**src/rtl/morse_pkg.sv**
```systemverilog
// Shared definitions for the Morse key decoder: FSM encoding, letter indices
// and default timing parameters.
package morse_pkg;

  typedef enum logic [1:0] {
    ST_IDLE  = 2'd0,
    ST_MARK  = 2'd1,
    ST_SPACE = 2'd2,
    ST_EMIT  = 2'd3
  } state_t;

  localparam int DEF_TICK_DIV   = 1000;
  localparam int DEF_DASH_UNITS = 2;
  localparam int DEF_LETTER_GAP = 3;
  localparam int DEF_CNT_W      = 8;

  localparam logic [4:0] LTR_A = 5'd0,  LTR_B = 5'd1,  LTR_C = 5'd2,  LTR_D = 5'd3;
  localparam logic [4:0] LTR_E = 5'd4,  LTR_F = 5'd5,  LTR_G = 5'd6,  LTR_H = 5'd7;
  localparam logic [4:0] LTR_I = 5'd8,  LTR_J = 5'd9,  LTR_K = 5'd10, LTR_L = 5'd11;
  localparam logic [4:0] LTR_M = 5'd12, LTR_N = 5'd13, LTR_O = 5'd14, LTR_P = 5'd15;
  localparam logic [4:0] LTR_Q = 5'd16, LTR_R = 5'd17, LTR_S = 5'd18, LTR_T = 5'd19;
  localparam logic [4:0] LTR_U = 5'd20, LTR_V = 5'd21, LTR_W = 5'd22, LTR_X = 5'd23;
  localparam logic [4:0] LTR_Y = 5'd24, LTR_Z = 5'd25;

endpackage

```
**src/rtl/morse_key_decoder_if.sv**
```systemverilog
// Key input and letter/strobe outputs of the Morse key decoder.
interface morse_key_decoder_if;
  logic       key;
  logic [4:0] letter;
  logic       letter_valid;
  logic       error;
  logic       busy;

  modport slave  (input key,  output letter, letter_valid, error, busy);
  modport master (output key, input  letter, letter_valid, error, busy);
endinterface

```
**src/rtl/morse_code_lut.sv**
```systemverilog
// Maps a symbol count and dot/dash pattern (first symbol most significant)
// to a letter index; valid is low for unassigned codes.
module morse_code_lut
  import morse_pkg::*;
(
  input  logic [2:0] len,
  input  logic [3:0] pattern,
  output logic [4:0] idx,
  output logic       valid
);

  always_comb begin
    idx   = LTR_A;
    valid = 1'b1;
    case ({len, pattern})
      {3'd1, 4'b0000}: idx = LTR_E;
      {3'd1, 4'b0001}: idx = LTR_T;
      {3'd2, 4'b0000}: idx = LTR_I;
      {3'd2, 4'b0001}: idx = LTR_A;
      {3'd2, 4'b0010}: idx = LTR_N;
      {3'd2, 4'b0011}: idx = LTR_M;
      {3'd3, 4'b0000}: idx = LTR_S;
      {3'd3, 4'b0001}: idx = LTR_U;
      {3'd3, 4'b0010}: idx = LTR_R;
      {3'd3, 4'b0011}: idx = LTR_W;
      {3'd3, 4'b0100}: idx = LTR_D;
      {3'd3, 4'b0101}: idx = LTR_K;
      {3'd3, 4'b0110}: idx = LTR_G;
      {3'd3, 4'b0111}: idx = LTR_O;
      {3'd4, 4'b0000}: idx = LTR_H;
      {3'd4, 4'b0001}: idx = LTR_V;
      {3'd4, 4'b0010}: idx = LTR_F;
      {3'd4, 4'b0100}: idx = LTR_L;
      {3'd4, 4'b0110}: idx = LTR_P;
      {3'd4, 4'b0111}: idx = LTR_J;
      {3'd4, 4'b1000}: idx = LTR_B;
      {3'd4, 4'b1001}: idx = LTR_X;
      {3'd4, 4'b1010}: idx = LTR_C;
      {3'd4, 4'b1011}: idx = LTR_Y;
      {3'd4, 4'b1100}: idx = LTR_Z;
      {3'd4, 4'b1101}: idx = LTR_Q;
      default:         valid = 1'b0;
    endcase
  end

endmodule

```
**src/rtl/morse_key_decoder.sv**
```systemverilog
// Samples a raw Morse key, times marks and spaces in prescaled units and
// emits one decoded letter (or an error strobe) per letter gap.
//   state | meaning
//   IDLE  | waiting for the first key-down of a letter
//   MARK  | key down, timing the mark
//   SPACE | key up, timing the gap after a symbol
//   EMIT  | one-cycle letter lookup and symbol register clear
module morse_key_decoder
  import morse_pkg::*;
#(
  parameter int TICK_DIV   = DEF_TICK_DIV,
  parameter int DASH_UNITS = DEF_DASH_UNITS,
  parameter int LETTER_GAP = DEF_LETTER_GAP,
  parameter int CNT_W      = DEF_CNT_W
) (
  input logic               clk,
  input logic               rst_n,
  morse_key_decoder_if.slave kif
);

  localparam int PRE_W = (TICK_DIV > 1) ? $clog2(TICK_DIV) : 1;
  localparam logic [PRE_W-1:0] PRE_MAX  = PRE_W'(TICK_DIV - 1);
  localparam logic [CNT_W-1:0] DASH_CNT = CNT_W'(DASH_UNITS);
  localparam logic [CNT_W-1:0] GAP_CNT  = CNT_W'(LETTER_GAP);

  logic             key_m, key_s, key_d, key_edge, tick;
  logic [PRE_W-1:0] pre_cnt;
  logic [CNT_W-1:0] unit_cnt;
  logic [3:0]       pattern;
  logic [2:0]       len;
  logic             ovf, shift_en, lut_valid;
  logic [4:0]       lut_idx;
  state_t           state, state_nxt;

  always_ff @(posedge clk or negedge rst_n) begin
    if (!rst_n) begin
      key_m <= 1'b0;
      key_s <= 1'b0;
      key_d <= 1'b0;
    end else begin
      key_m <= kif.key;
      key_s <= key_m;
      key_d <= key_s;
    end
  end

  assign key_edge = key_s ^ key_d;
  assign tick     = (pre_cnt == PRE_MAX) && !key_edge;

  // Both timers restart on every key edge so marks and spaces are timed from zero.
  always_ff @(posedge clk or negedge rst_n) begin
    if (!rst_n) begin
      pre_cnt  <= '0;
      unit_cnt <= '0;
    end else begin
      if (key_edge || pre_cnt == PRE_MAX) pre_cnt <= '0;
      else                                pre_cnt <= pre_cnt + 1'b1;
      if (key_edge)                           unit_cnt <= '0;
      else if (tick && unit_cnt != '1)        unit_cnt <= unit_cnt + 1'b1;
    end
  end

  always_ff @(posedge clk or negedge rst_n) begin
    if (!rst_n) state <= ST_IDLE;
    else        state <= state_nxt;
  end

  always_comb begin
    state_nxt = state;
    shift_en  = 1'b0;
    case (state)
      ST_IDLE:  if (key_s) state_nxt = ST_MARK;
      ST_MARK:  if (!key_s) begin
                  shift_en  = 1'b1;
                  state_nxt = ST_SPACE;
                end
      ST_SPACE: if (key_s && unit_cnt < GAP_CNT) state_nxt = ST_MARK;
                else if (unit_cnt >= GAP_CNT)    state_nxt = ST_EMIT;
      ST_EMIT:  state_nxt = ST_IDLE;
      default:  state_nxt = ST_IDLE;
    endcase
  end

  always_ff @(posedge clk or negedge rst_n) begin
    if (!rst_n) begin
      pattern <= '0;
      len     <= '0;
      ovf     <= 1'b0;
    end else if (shift_en) begin
      if (len == 3'd4) ovf <= 1'b1;
      else begin
        pattern <= {pattern[2:0], unit_cnt >= DASH_CNT};
        len     <= len + 1'b1;
      end
    end else if (state == ST_EMIT) begin
      pattern <= '0;
      len     <= '0;
      ovf     <= 1'b0;
    end
  end

  morse_code_lut u_lut (
    .len     (len),
    .pattern (pattern),
    .idx     (lut_idx),
    .valid   (lut_valid)
  );

  always_ff @(posedge clk or negedge rst_n) begin
    if (!rst_n) begin
      kif.letter       <= '0;
      kif.letter_valid <= 1'b0;
      kif.error        <= 1'b0;
    end else begin
      kif.letter_valid <= 1'b0;
      kif.error        <= 1'b0;
      if (state == ST_EMIT) begin
        if (lut_valid && !ovf) begin
          kif.letter       <= lut_idx;
          kif.letter_valid <= 1'b1;
        end else begin
          kif.error <= 1'b1;
        end
      end
    end
  end

  assign kif.busy = (state != ST_IDLE);

endmodule

```
**src/flat_wrapper.sv**
```systemverilog
// flat-port wrapper written by rule: the top's interface ports become plain ports
module morse_key_decoder_flat import morse_pkg::*;
#(
  parameter int TICK_DIV   = DEF_TICK_DIV,
  parameter int DASH_UNITS = DEF_DASH_UNITS,
  parameter int LETTER_GAP = DEF_LETTER_GAP,
  parameter int CNT_W      = DEF_CNT_W
)
  (clk, rst_n, kif_key, kif_letter, kif_letter_valid, kif_error, kif_busy);
  morse_key_decoder_if kif_i ();
  input logic clk;
  input logic rst_n;
  input wire logic [$bits(kif_i.key)-1:0] kif_key;
  output wire logic [$bits(kif_i.letter)-1:0] kif_letter;
  output wire logic [$bits(kif_i.letter_valid)-1:0] kif_letter_valid;
  output wire logic [$bits(kif_i.error)-1:0] kif_error;
  output wire logic [$bits(kif_i.busy)-1:0] kif_busy;
  assign kif_i.key = kif_key;
  assign kif_letter = kif_i.letter;
  assign kif_letter_valid = kif_i.letter_valid;
  assign kif_error = kif_i.error;
  assign kif_busy = kif_i.busy;
  morse_key_decoder #(.TICK_DIV(TICK_DIV), .DASH_UNITS(DASH_UNITS), .LETTER_GAP(LETTER_GAP), .CNT_W(CNT_W)) u_core (.clk(clk), .rst_n(rst_n), .kif(kif_i));
endmodule
```
**config.mk**
```make
export PLATFORM = sky130hd
export DESIGN_NAME = morse_key_decoder_flat
export DESIGN_NICKNAME = d
export VERILOG_FILES = /design/src/rtl/morse_pkg.sv /design/src/rtl/morse_key_decoder_if.sv /design/src/rtl/morse_code_lut.sv /design/src/rtl/morse_key_decoder.sv /design/src/flat_wrapper.sv
export SDC_FILE = /design/constraint.sdc
export NUM_CORES = 1
export LEC_CHECK = 0
export ABC_AREA = 1
export BUFFER_PORTS_ARGS = -buffer_cell sky130_fd_sc_hd__buf_2
export CAP_MARGIN = 20
export CORE_MARGIN = 5
export CORE_UTILIZATION = 55
export CTS_CLUSTER_DIAMETER = 150
export CTS_CLUSTER_SIZE = 28
export DETAILED_ROUTE_END_ITERATION = 16
export PLACE_DENSITY = 0.73
export SLEW_MARGIN = 20
export SYNTH_ARGS = -nofsm -noshare
export SYNTH_HDL_FRONTEND = slang
export SYNTH_SLANG_ARGS = --single-unit
```
**constraint.sdc**
```tcl
create_clock -name clk -period 3.5 [get_ports clk]
set_input_delay 0.525 -clock clk [delete_from_list [all_inputs] [get_ports clk]]
set_output_delay 0.525 -clock clk [all_outputs]
set_load 0.05 [all_outputs]
```
## Word level (Yosys, flattened, before mapping)

Cells that the tools add are included.

- Reductions and logical operators: 16
- Mux-type cells: 25
- Magnitude comparators: 3
- Equality and inequality tests: 37
- Add/subtract/negate cells: 3
- Bitwise logic cells: 1

Operator list:

| operator | number |
|---|---|
| case mux 5 bit (25 select lines) | 1 |
| equality test 7 x 6 -> 1 bit (second input constant) | 12 |
| equality test 7 bit (second input constant) | 12 |
| OR reduction 26 bit | 1 |
| >= comparator 8 x 2 -> 1 bit (second input constant) | 2 |
| two-way mux 8 bit | 2 |
| equality test 7 x 5 -> 1 bit (second input constant) | 2 |
| two-way mux 4 bit | 3 |
| adder 10 x 1 -> 10 bit (second input constant) | 1 |
| equality test 10 bit (second input constant) | 1 |
| two-way mux 1 bit | 10 |
| two-way mux 10 bit | 1 |
| two-way mux 3 bit | 3 |
| adder 8 x 1 -> 8 bit (second input constant) | 1 |
| < comparator 8 x 2 -> 1 bit (second input constant) | 1 |
| two-way mux 2 bit | 4 |
| != test 8 bit (second input constant) | 1 |
| case mux 2 bit (4 select lines) | 1 |
| != test 2 bit (second input constant) | 3 |
| AND reduction 2 bit | 3 |
| nonzero test 2 bit | 3 |
| equality test 2 bit (second input constant) | 2 |
| logical AND 1 bit | 4 |
| adder 3 x 1 -> 3 bit (second input constant) | 1 |
| 9 further kinds | 10 |

- Input port bits: 3
- Output and inout port bits: 8
- Word-level logic and storage cells: 97
- Register bits: 38

## Logic depth before layout (Yosys ltp)

Gate-level depths: netlist of the first run.

- Depth after elaboration: 6
- Depth in mapped cells: 11
- Mapped depth without buffers: 11

## Hierarchy

From an unflattened synthesis of the first run, not the netlist that was laid out.

- Cell total of the unflattened synthesis: 312
- Area, all modules: 2,257.2 µm²

Modules (own cells, without submodules):

| module | times used | sequential area each (µm²) | cells an instance | area each (µm²) |
|---|---|---|---|---|
| morse_key_decoder | 1 | 950.9 | 223 | 1,866.8 |
| morse_code_lut | 1 | 0.0 | 89 | 390.4 |

## Least setup slack after synthesis of the first run

No wires, ideal clock.

- Path type: register -> register
- Start: register u_core.len[0]
- End: register u_core.kif.letter[0]
- Data arrival time: 1,565 ps
- Clock period less this slack: 1,631 ps
- Library setup time: 66 ps
- Data required time: 3,434 ps
- Buffers on the path: 0
- Slack: 1,869 ps
- Cell stages (with the launch flop): 10
- Cell sequence: dfrtp_1 > ha_1 > ha_1 > nand3_1 > o21ai_0 > nor2_1 > nand4_4 > nand3_4 > nand2_1 > nand2_1

- Cells in the longest elaborated chain, start to end: 5
- Elaborated cells between the ends (all ways): 31
- Classes of those cells: eq/ne: 26; mux: 2; reduce/logical: 3

Ends and longest elaborated chain:

| what | RTL line | RTL |
|---|---|---|
| start, declared | morse_key_decoder.sv:30 | `logic [2:0] len;` |
| start signal, assigned | morse_key_decoder.sv:93 | `len <= len + 1'b1;` |
| equality test 7 bit (tied with other cells) | morse_code_lut.sv:15 | `case ({len, pattern})` |
| OR reduction 26 bit (no source line) | - |  |
| two-way mux 1 bit | morse_code_lut.sv:15 |  |
| logical AND 1 bit | morse_key_decoder.sv:118 | `if (lut_valid && !ovf) begin` |
| AND reduction 2 bit (no source line) | - |  |
| end signal, assigned | morse_key_decoder.sv:119 | `kif.letter <= lut_idx;` |
| end, declared | morse_key_decoder_if.sv:9 | `modport slave (input key, output letter, letter_valid, error, busy);` |

Several ways; a longest one is shown, not always the timed one.
A chain may end at the register's enable or synchronous reset.

## Worst setup path after layout of the first run

- Start: register u_core.len[0]
- End: register u_core.kif.letter_valid

- Cells in the longest elaborated chain, start to end: 6
- Elaborated cells between the ends (all ways): 31
- Classes of those cells: eq/ne: 26; mux: 3; reduce/logical: 2

Ends and longest elaborated chain:

| what | RTL line | RTL |
|---|---|---|
| equality test 7 bit (tied with other cells) | morse_code_lut.sv:15 |  |
| OR reduction 26 bit (no source line) (*) | - |  |
| two-way mux 1 bit (*) | morse_code_lut.sv:15 |  |
| logical AND 1 bit (*) | morse_key_decoder.sv:118 |  |
| two-way mux 1 bit (*) | morse_key_decoder.sv:118 |  |
| two-way mux 1 bit (*) | morse_key_decoder.sv:117 | `if (state == ST_EMIT) begin` |
| end signal, assigned | morse_key_decoder.sv:112 | `kif.letter_valid <= 1'b0;` |
| end signal, assigned | morse_key_decoder.sv:115 | `kif.letter_valid <= 1'b0;` |
| end signal, assigned | morse_key_decoder.sv:120 | `kif.letter_valid <= 1'b1;` |
| end, declared | morse_key_decoder_if.sv:9 |  |

Every way passes the cells marked *; elsewhere a longest branch is shown, timed or not.

==> results.tsv, run 1 <==
metric	value	unit
multi_input_area	1140	sq um
nFillCells	369	
status	finished clean	
io_pins	11	
antenna_left	0	
n_antenna_cell	0	
layout_common_cells	68 x nand2_1, 40 x nor2_1, 38 x dfrtp_1, 32 x inv_1, 29 x nand3_1	
ir_drop	0.3291	mV
tritoncts	done	
r2r_end	u_core.kif.letter_valid	
yosys_warnings	0	
dp.cells	342	
grt_overflow_total	0	
p_leak	1.276	nW
startpoint_type	flip-flop	
io_buffers	10	
hold_viol	0	
die-area	5430	sq um
power.total	1.635	mW
die_h	73.69	microns
regArea	950.9	sq um
die_w	73.69	microns
vias	1896	
first_pass_iters	4	
rrSetupSlack	1640	ps
avgSynthCellArea	7.855	sq um
arrival	2040	ps
rsz0062_at_grt	no	
critPathCaptureType	flip-flop	
r2r_cells	10	
dp_hpwl	3286	microns
setup_viol	0	
drv_cap	0	
synthCells	284	
first_global_vias	1769	
viasPerCell	5.417	
seq_area_frac_synth	42.62	%
cts_buffers	5	
clk_transition_reported_paths	80	ps
hold_class	primary input to asynchronous set/reset pin	
drtIter0Drc	183	
initial_core_util	56.18	%
reg2reg_from	u_core.len[0]	
grt_max_degree	39	
row_count	23	
tns	0	ps
grt_first_pass_wirelength	7886	microns
drc	0	
fin_crit_sh	53.01	%
drive_above_1_share	11.33	%
syn_to_final_growth	9.198	%
clock_latency	290	ps
skew	9.382	ps
syn-cell-area	2231	sq um
clockRootBuffer	clkbuf_8	
power.density	671.0	nW/um^2
synthDistinctLibCells	31	
clockBufferDepth	2	
post_cts_resized	0	
fin_crit	1855	ps
h-tree-depth	2	
grt_usage	18.76	%
syn-num-nets	296	
worstPathMaxFanout	10	
layout.cells.non_filler	350	
core	3971	sq um
place.gp.congestion	0.9462	
mostFrequentLayoutCell	nand2_1	
wl_per_cell	12.79	microns
worstPathRequired	3680	ps
layout.nets	311	
grt_antenna_before_repair	0	
maxSlewViolCount	0	
tightestPinTransition	821.5	ps
cts_sinks	38	
fmax	0.5390	GHz
ys_ff_latch	38	
crit_type	flip-flop to flip-flop	
cts_hold_buf	0	
post_cts_buffers	0	
slew-limit-headroom	45.23	%
wirelength	4477	microns
==> report_power, final <==
group / internal, mW / total [mW] / switching [mW]
Clock: 0.210 / 0.367 / 0.158
Combinational: 0.198 / 0.673 / 0.474
Sequential: 0.521 / 0.595 / 0.0739
Total: 0.929 / 1.63 / 0.706
==> worst max-delay path, cell delays in order (launching register included) <==
cell	delay, ps
dfrtp_1	410
inv_1	80
ha_1	210
nand2_1	160
inv_2	120
nand3_1	150
nand2_1	90
nor2_1	170
nand4_4	180
nand3_4	120
inv_1	60
==> how the worst max path moves through the flow <==
stage,cells after the start,end,slack [ps],startpoint
after global routing,11,u_core.kif.letter[2],1390,u_core.len[0]
after detailed placement,8,u_core.kif.letter_valid,1690,u_core.len[0]
final,10,u_core.kif.letter_valid,1640,u_core.len[0]
after CTS,10,u_core.kif.letter_valid,1640,u_core.len[0]
after global placement,8,u_core.kif.letter[3],1660,u_core.len[0]
after floorplan,9,u_core.kif.letter[0],1870,u_core.len[0]
==> through the flow <==
step	hold slack (ps)	worst slack, ps	util (%)	area, sq um
after floorplan	229.4	1869	-	2231
after CTS	332.5	1639	61.34	2436
after detailed placement	341.3	1686	58.60	2327
after global placement	334.1	1656	58.60	2327
after global routing	335.3	1393	61.34	2436
final	325.8	1645	61.34	2436
==> metal layers <==
layer	GRT usage (%)	wire length [microns]	share of wire, %	vias to the layer above
li1	-	-	-	956
met1	23.21	1947	43	875
met2	31.50	2198	49	52
met3	4.378	226	5.0	13
met4	7.243	105	2.3	0
met5	0	0	0	-
==> final cells by class <==
cell class              instances  share of cell area (%)
clock inverters                 3                   1.644
multi-input cells             211                   46.79
repair buffers                 10                   2.054
inverters                      33                   5.085
clock buffers                   5                   2.825
flip-flops and latches         38                   39.03
well taps                      50                   2.568
==> cell usage after synthesis <==
cell / count / area [sq um]
nor2_1: 40 / 150.1
o21ai_1: 1 / 5.000
xnor2_1: 2 / 17.52
nand3_4: 1 / 17.52
ha_1: 9 / 112.6
o22ai_1: 5 / 31.28
o21ai_2: 4 / 35.03
nand2_1: 68 / 255.2
nor3_1: 5 / 25.02
a21oi_1: 9 / 45.04
nand2_4: 1 / 11.26
nand4_4: 1 / 21.27
nand3_1: 29 / 145.1
xor2_1: 2 / 17.52
nand3_2: 2 / 20.02
buf_6: 1 / 11.26
o21ai_0: 7 / 35.03
nor3b_1: 5 / 37.54
o31ai_1: 1 / 7.510
dfrtp_1: 38 / 950.9
nand3b_1: 1 / 7.510
o31ai_4: 1 / 21.27
and3_1: 3 / 18.77
nor4_1: 2 / 12.51
nor2_4: 1 / 11.26
nand4_1: 7 / 43.79
or2_2: 3 / 18.77
xnor2_2: 1 / 16.27
buf_2: 1 / 5.000
inv_1: 32 / 120.1
inv_2: 1 / 3.750
==> registers in the layout (all words and copies together), names as in the netlist <==
signal                   count
u_core.key_d                 1
u_core.key_m                 1
u_core.key_s                 1
u_core.kif.error             1
u_core.kif.letter            5
u_core.kif.letter_valid      1
u_core.len                   3
u_core.ovf                   1
u_core.pattern               4
u_core.pre_cnt              10
u_core.state                 2
u_core.unit_cnt              8
==> cell families (layout without fill, tap and decap cells) <==
| family | Yosys count | after routing | share of synthesized area, % |
|---|---|---|---|
| AOI/OAI and AO/OA | 28 | 28 | 8.076 |
| xor gates and xnor gates | 5 | 5 | 2.300 |
| buffers and inverters | 35 | 51 | 6.281 |
| and+or+nand+nor | 169 | 169 | 35.67 |
| DFF | 38 | 38 | 42.62 |
| adders and majority gates | 9 | 9 | 5.048 |
Power figures use the tool's default switching activity.
==> run 2: changes to the inputs <==
==> constraint.sdc (replaced) <==
create_clock -name clk -period 1.9 [get_ports clk]
set_input_delay 0.285 -clock clk [delete_from_list [all_inputs] [get_ports clk]]
set_output_delay 0.285 -clock clk [all_outputs]
set_load 0.05 [all_outputs]
==> run 2 against run 1 <==
Utilization up 2.1 points. Critical path depth down 1. Maximum frequency increased by 8.0%.
==> results.tsv, run 2 (synthesized netlist as in run 1, its figures left out) <==
metric	value	unit	change
status	finished clean		
tightestPinTransition	480.6	ps	-340.9 ps
clockRootBuffer	clkbuf_8		
power.density	1172	nW/um^2	+75%
syn_to_final_growth	13.01	%	
tns	0	ps	unchanged
die-area	5430	sq um	unchanged
rrSetupSlack	180	ps	-1460 ps
worstPathRequired	2120	ps	-1560 ps
cts_hold_buf	0		unchanged
startpoint	u_core.len[0]		
clock_latency	280	ps	about the same
drc	0		unchanged
setup_viol	0		unchanged
wirelength	4515	microns	+0.85%
p_leak	1.307	nW	+2.4%
initial_core_util	56.18	%	unchanged
layout_common_cells	67 x nand2_1, 38 x nor2_1, 38 x dfrtp_1, 32 x inv_1, 27 x nand3_1		
mostFrequentLayoutCell	nand2_1		
place.gp.congestion	0.9336		-1.3%
drv_cap	0		unchanged
cts_buffers	5		unchanged
reg2reg_from	u_core.len[0]		
dp.cells	349		+2.0%
core	3971	sq um	unchanged
drive_above_1_share	15.26	%	+3.9 points
grt_overflow_total	0		unchanged
r2r_end	u_core.kif.letter[0]		
viasPerCell	5.531		+2.1%
io_buffers	10		unchanged
critPathCaptureType	flip-flop		
tritoncts	done		
grt_usage	18.89	%	+0.13 points
cts_sinks	38		unchanged
nFillCells	341		-7.6%
first_pass_iters	5		+1
grt_first_pass_wirelength	8100	microns	+2.7%
layout.nets	320		+2.9%
rsz0062_at_grt	no		
h-tree-depth	2		unchanged
grt_max_degree	39		unchanged
largest_register_ffs	10		unchanged
arrival	1940	ps	-100 ps
largest-register	u_core.pre_cnt		
crit_type	flip-flop to flip-flop		
skew	6.362	ps	-3.020 ps
worstPathMaxFanout	7		-3
maxSlewViolCount	0		unchanged
row_count	23		unchanged
fin_crit_sh	90.43	%	+37 points
clockBufferDepth	2		unchanged
r2r_cells	9		-1
die_w	73.69	microns	unchanged
clk_transition_reported_paths	70	ps	about the same
largestRegisters	u_core.pre_cnt: 10 flops, u_core.unit_cnt: 8 flops, u_core.kif.letter: 5 flops		
drtIter0Drc	162		-11%
fin_crit	1718	ps	-137.0 ps
startpoint_type	flip-flop		
first_global_vias	1912		+8.1%
antenna_left	0		unchanged
io_pins	11		unchanged
grt_antenna_before_repair	0		unchanged
fmax	0.5820	GHz	+8.0%
hold_class	primary input to asynchronous set/reset pin		
n_antenna_cell	0		unchanged
layout.cells.non_filler	358		+2.3%
vias	1980		+4.4%
hold_viol	0		unchanged
dp_hpwl	3355	microns	+2.1%
ir_drop	0.4949	mV	+50%
die_h	73.69	microns	unchanged
slew-limit-headroom	67.96	%	+23 points
wl_per_cell	12.61	microns	-1.4%
==> run 2: what timing repair did <==
item | 4_1_cts | 5_1_grt
endpoints found under the setup margin | 0 | 8
buffers inserted | 0 | 2
gates resized for setup | 0 | 8
==> run 2: cell type report <==
class	count	area [sq um]	share of cell area [%]
multi-input cells	211	1162	46.10
flip-flops and latches	38	950.9	37.72
repair buffers	19	142.6	5.658
inverters	33	126.4	5.012
clock buffers	7	76.32	3.027
well taps	50	62.56	2.481
==> run 2: worst max-delay path by stage <==
stage | end | slack [ps] | depth (start not counted)
6_report | u_core.kif.letter[0] | 180 | 9
5_1_grt | u_core.kif.letter[2] | 6 | 9
4_1_cts | u_core.kif.letter[0] | 60 | 11
3_5_place_dp | u_core.kif.letter[2] | 70 | 11
3_3_place_gp | u_core.kif.letter[1] | 130 | 11
2_1_floorplan | u_core.kif.letter[0] | 270 | 9
==> run 2: metrics by stage <==
stage               hold WS, ps  setup slack [ps]  util, %  cell area [sq um]  power (mW)
floorplan                -10.59             269.3        -               2231       2.071
CTS                       57.10             55.88    61.85               2456       2.916
detailed placement        353.0             70.79    59.92               2380       2.405
global placement          331.6             125.7    59.92               2380       2.395
finish                    47.98             181.8    63.48               2521       2.955
global route              85.28             6.307    63.48               2521       3.182
==> run 2: per-layer routing <==
layer  vias to the layer above  wire length, microns  track usage (%)
met5                         -                     0                0
met4                         0                   155            8.652
met3                        21                   212            4.514
met2                        60                  2186            30.71
met1                       920                  1961            23.63
li1                        979                     -                -
==> run 2: report_power, final <==
group          internal, mW  total, mW  switching [mW]
registers             0.960       1.10           0.140
clock network         0.253      0.510           0.257
logic                 0.433       1.35           0.913
total                  1.65       2.95            1.31
==> run 2: worst max-delay path, stage by stage, from the launching register on <==
cell and delay [ps]:
dfrtp_1 420, ha_2 210, ha_1 200, nand3_1 120
o21ai_0 90, nor2_1 200, nand4_4 190, nand3_4 130
nand2_1 60, nand2_1 50
